$ cat config.mk
export PLATFORM = sky130hd
export DESIGN_NAME = fetch_unit
export DESIGN_NICKNAME = d
export VERILOG_FILES = /design/src/rtl/core_pkg.sv /design/src/rtl/fetch_fifo.sv /design/src/rtl/fetch_unit.sv
export SDC_FILE = /design/constraint.sdc
export NUM_CORES = 1
export LEC_CHECK = 0
export ABC_CLOCK_PERIOD_IN_PS = 9060
export BUFFER_PORTS_ARGS = -buffer_cell sky130_fd_sc_hd__buf_2
export CAP_MARGIN = 10
export CORE_MARGIN = 4
export CORE_UTILIZATION = 49
export CTS_BUF_LIST = sky130_fd_sc_hd__clkbuf_4 sky130_fd_sc_hd__clkbuf_8
export DETAILED_ROUTE_END_ITERATION = 10
export GPL_TIMING_DRIVEN = 0
export PLACE_DENSITY = 0.77
export SYNTH_ARGS = -nofsm -noshare
export SYNTH_HDL_FRONTEND = slang
export SYNTH_SLANG_ARGS = --single-unit
$ cat constraint.sdc
create_clock -name clk -period 9.06 [get_ports clk]
set_input_delay 1.812 -clock clk [delete_from_list [all_inputs] [get_ports clk]]
set_output_delay 1.812 -clock clk [all_outputs]
set_load 0.03 [all_outputs]
$ cat src/rtl/core_pkg.sv
// Types and constants shared between the core and the instruction fetch stage.
package core_pkg;

    localparam int PC_W   = 10;
    localparam int INST_W = 32;
    localparam logic [PC_W-1:0] RESET_PC = '0;

    typedef struct packed {
        logic [PC_W-1:0]   pc;
        logic [INST_W-1:0] inst;
    } fetch_entry_t;

    function automatic logic [PC_W-1:0] pc_inc(input logic [PC_W-1:0] pc);
        return pc + PC_W'(1);
    endfunction

endpackage

$ cat src/rtl/fetch_fifo.sv
// Prefetch FIFO of {pc, inst} entries; flush empties it and wins over push/pop.
module fetch_fifo
    import core_pkg::*;
#(
    parameter int DEPTH = 2,
    localparam int CNT_W = $clog2(DEPTH + 1),
    localparam int PTR_W = $clog2(DEPTH)
) (
    input  logic               clk,
    input  logic               rstn,
    input  logic               push,
    input  logic               pop,
    input  logic               flush,
    input  fetch_entry_t       din,
    output fetch_entry_t       head,
    output logic [CNT_W-1:0]   count
);

    fetch_entry_t     mem [DEPTH];
    logic [PTR_W-1:0] rd_ptr;
    logic [PTR_W-1:0] wr_ptr;
    logic             do_push;
    logic             do_pop;

    function automatic logic [PTR_W-1:0] ptr_next(input logic [PTR_W-1:0] p);
        if (p == PTR_W'(DEPTH - 1)) begin
            return '0;
        end
        return p + PTR_W'(1);
    endfunction

    assign do_push = push & ~flush;
    assign do_pop  = pop & ~flush & (count != '0);

    always_ff @(posedge clk or negedge rstn) begin
        if (!rstn) begin
            for (int i = 0; i < DEPTH; i++) begin
                mem[i] <= '0;
            end
        end else if (do_push) begin
            mem[wr_ptr] <= din;
        end
    end

    always_ff @(posedge clk or negedge rstn) begin
        if (!rstn) begin
            rd_ptr <= '0;
            wr_ptr <= '0;
            count  <= '0;
        end else if (flush) begin
            rd_ptr <= '0;
            wr_ptr <= '0;
            count  <= '0;
        end else begin
            if (do_push) begin
                wr_ptr <= ptr_next(wr_ptr);
            end
            if (do_pop) begin
                rd_ptr <= ptr_next(rd_ptr);
            end
            if (do_push && !do_pop) begin
                count <= count + CNT_W'(1);
            end else if (do_pop && !do_push) begin
                count <= count - CNT_W'(1);
            end
        end
    end

    // Head comes straight from storage so decode sees a registered value.
    assign head = mem[rd_ptr];

    push_not_full_a : assert property (
        @(posedge clk) disable iff (!rstn) !(do_push && count == CNT_W'(DEPTH))
    );

endmodule

$ cat src/rtl/fetch_unit.sv
// Instruction fetch: owns the fetch PC, issues credit-limited memory reads and queues returns.
module fetch_unit
    import core_pkg::*;
#(
    parameter int PC_W   = core_pkg::PC_W,
    parameter int INST_W = core_pkg::INST_W,
    parameter int DEPTH  = 2,
    parameter logic [PC_W-1:0] RESET_PC = core_pkg::RESET_PC
) (
    input  logic              clk,
    input  logic              rstn,
    output logic              imem_req,
    output logic [PC_W-1:0]   imem_addr,
    input  logic [INST_W-1:0] imem_rdata,
    input  logic              redirect_valid,
    input  logic [PC_W-1:0]   redirect_pc,
    output logic              inst_valid,
    output logic [INST_W-1:0] inst,
    output logic [PC_W-1:0]   inst_pc,
    input  logic              inst_ready
);

    localparam int CNT_W = $clog2(DEPTH + 1);
    localparam int OCC_W = CNT_W + 1;

    logic [PC_W-1:0]  fetch_pc;
    logic             inflight;
    logic [PC_W-1:0]  inflight_pc;
    logic [CNT_W-1:0] count;
    logic [OCC_W-1:0] occupancy;
    logic             pop;
    logic             push;
    fetch_entry_t     push_entry;
    fetch_entry_t     head;

    assign pop  = inst_valid & inst_ready;
    assign push = inflight & ~redirect_valid;

    // A slot is reserved for every outstanding read, so a returning word always fits.
    assign occupancy = {1'b0, count} + OCC_W'(inflight) - OCC_W'(pop);
    assign imem_req  = rstn & ~redirect_valid & (occupancy < OCC_W'(DEPTH));
    assign imem_addr = fetch_pc;

    always_ff @(posedge clk or negedge rstn) begin
        if (!rstn) begin
            fetch_pc    <= RESET_PC;
            inflight    <= 1'b0;
            inflight_pc <= '0;
        end else if (redirect_valid) begin
            fetch_pc <= redirect_pc;
            inflight <= 1'b0;
        end else if (imem_req) begin
            fetch_pc    <= pc_inc(fetch_pc);
            inflight    <= 1'b1;
            inflight_pc <= fetch_pc;
        end else begin
            inflight <= 1'b0;
        end
    end

    always_comb begin
        push_entry      = '0;
        push_entry.pc   = inflight_pc;
        push_entry.inst = imem_rdata;
    end

    fetch_fifo #(
        .DEPTH (DEPTH)
    ) u_fifo (
        .clk   (clk),
        .rstn  (rstn),
        .push  (push),
        .pop   (pop),
        .flush (redirect_valid),
        .din   (push_entry),
        .head  (head),
        .count (count)
    );

    assign inst_valid = (count != '0);
    assign inst       = head.inst;
    assign inst_pc    = head.pc;

endmodule

==> run metrics <==
outcome complete, no violations; Worst path slowest cell fa_1; Final WS setup 3.006 ns; Worst R2R Start u_fifo.count[1]; placement row count 36; global placement routability congestion 0.8143; worst slew pin tran 0.7173 ns; pin count of the biggest net entering global routing 57; # IOs 100; Final Util 59.22%; P&R area growth vs syn 18.56%; core box area 9729 sq um; Post-Syn Instances 353; peak supply drop 0.0001315 V; Final Cycle Share 66.82%; Post-CTS Hold Fix Bufs 0; Fmax 165.2 MHz; Total Power 1.927 mW; Net Count, Synth 402; Setup Skew 0.003888 ns; critical path class in2out; min-delay src u_fifo.mem[79]; Synth top area share 56.13%; cell area after synthesis 4860 sq um; leak pwr 2.773 nW; family with the most delay on the worst path buffers and inverters; die width 107.6 microns; PortBufs 98; flop2flop setup slack 5.93 ns; PwrDens 334.5 nW/um^2; Clock Path Buffers 2; Hold Slack 0.5074 ns; Buffers & Inverters on Critical Path 6; die span in y 107.6 microns; Synth Area per Inst 13.77 sq um; Via-to-Cell Ratio 5.251; aggregate global routing overflow 0; nets 512; worst-skew pair later-pin latency 0.36 ns; worst stage delay on the critical path 0.48 ns; via count 3,156; most frequent CP cell buf_2; clock sinks 109; DPL Wire Length 7076 microns; Tightest Hold Check Type reg2reg; post-DR wirelength/cell 16.40 microns; drt pass-1 iters 4; P_int 1.197 mW; Area contributors post-synth dfrtp_1 (56%), mux2_2 (29%), nand2_1 (3.1%), o311ai_2 (1.3%), buf_2 (1.2%); Sw Share 37.91%; Die Area 11,570 sq um; clock share of power 15.9%; CTS Root Cell clkbuf_8; Synth cell types 31; Setup crit end kind output port; share of post-route cells with drive strength above 1 56.20%; number of gates resized after cts 0; total inserted antenna cells 0; gr usage total 18.15%; CP arrival 4.24 ns; initial drt markers 105; R2R depth 13; CTS Buf Count 9; Reg power frac 41.4%; Max FO, Critical Path 10; register area share after synthesis 56.13%; Worst slew margin 52.18%; initial antenna violation count 0; cell breakdown of the critical path buf_2, nand2_1, inv_1, ha_1, nand2b_1, fa_1, nand2_1, or3_1, buf_6, inv_1, buf_2, buf_2; Worst Hold Path Cells 1; total of max-cap violations 0; CTS tree built; synth warn 0; DP Worst Slack 3.013 ns; final hold vios 0; RSZ-0062 raised after global routing false; global-route wire length before repair 16,460 microns; post-synth top area cell dfrtp_1; P_sw 0.7307 mW; final setup fails 0; DRC 0; FF-to-FF End inflight_pc[9]; Slew Limit Fails 0; htree depth 3; power share of the combinational group 42.7%; worst hold path endpoint u_fifo.mem[79]; antenna-violating nets left 0; #FFs+latches synth 109; Setup Buffers After CTS 0; vias in the first global route 3,356; Required @ worst endpoint 7.25 ns; Worst setup SP type primary input; setup TNS 0 ns; Worst-path clk slew 0.09 ns; Initial Util 49.95%; min Tclk post-route 6.054 ns; DRT Wirelength 9855 microns
## power by group through the flow
stage	clock network (mW)	logic (mW)	registers, mW
2_1_floorplan	0	0.622	0.785
3_3_place_gp	0	0.812	0.791
3_5_place_dp	0	0.831	0.809
4_1_cts	0.317	0.835	0.798
5_1_grt	0.339	0.888	0.824
6_report	0.306	0.823	0.798
## metal layers
metal	up-vias	share of wire (%)	track usage, %
met2	81	50	29.97
li1	1475	-	-
met5	-	0	0
met4	0	1.4	7.304
met1	1590	45	24.32
met3	10	4.0	2.340
## cells by family after synthesis
kind of cell	share of synthesized area, %
muxes	29.20
DFF	56.13
and+or+nand+nor	5.716
buffers and inverters	2.626
AOI/OAI and AO/OA	4.325
xor gates and xnor gates	1.081
adders and majority gates	0.9268
## stage by stage
step                instance area, sq um  std cells
CTS                                 5762        601
floorplan                           4860        353
detailed placement                  5547        585
global placement                    5517        584
global route                        5762        601
finish                              5762        601
## cell usage in the layout, fill, tap and decap left out, types with 3 or more instances in the layout
| master | instances |
|---|---|
| nand2_1 | 40 |
| xnor2_1 | 4 |
| o311ai_0 | 5 |
| o21ai_0 | 8 |
| inv_1 | 6 |
| mux2_2 | 126 |
| nand3_1 | 3 |
| clkbuf_1 | 6 |
| buf_2 | 109 |
| nor2_1 | 4 |
| o311ai_2 | 4 |
| clkbuf_8 | 12 |
| dfrtp_1 | 109 |
## flip-flops by register name (all words and copies together) (netlist names)
name and flops:
u_fifo.wr_ptr 1, u_fifo.rd_ptr 1, inflight_pc 10, u_fifo.count 2, inflight 1, u_fifo.mem 84
imem_addr 10
## cell usage after synthesis, drive strengths merged
master,number
ha,2
inv,6
and4,2
a221o,3
o21ai,8
a2111oi,1
and4b,1
o311ai,10
fa,1
nand2,40
nor2,4
and3,1
xor2,2
clkbuf,6
or2,1
or3,2
dfrtp,109
a22oi,1
nand2b,1
mux2,126
buf,14
nand3,3
nor3b,3
xnor2,4
a21oi,1
nor4,1
## layout make-up
type,instances,area [sq um]
Tap cell,133,166.4
Clock inverter,3,42.54
Inverter,6,22.52
Clock buffer,13,172.7
Fill cell,820,3968
Multi-Input combinational cell,218,2004
Timing Repair Buffer,99,520.5
Buffer,20,105.1
Sequential cell,109,2728
## how the worst max path moves through the flow
| stage | from | end | slack [ns] | depth (start not counted) |
|---|---|---|---|---|
| after floorplan | inst_ready | imem_req | 3.49 | 10 |
| after global placement | rstn | imem_req | 1.91 | 7 |
| after detailed placement | inst_ready | imem_req | 3.01 | 12 |
| after CTS | inst_ready | imem_req | 3.01 | 12 |
| after global routing | inst_ready | imem_req | 2.86 | 12 |
| final | inst_ready | imem_req | 3.01 | 12 |
Power figures use the tool's default switching activity.
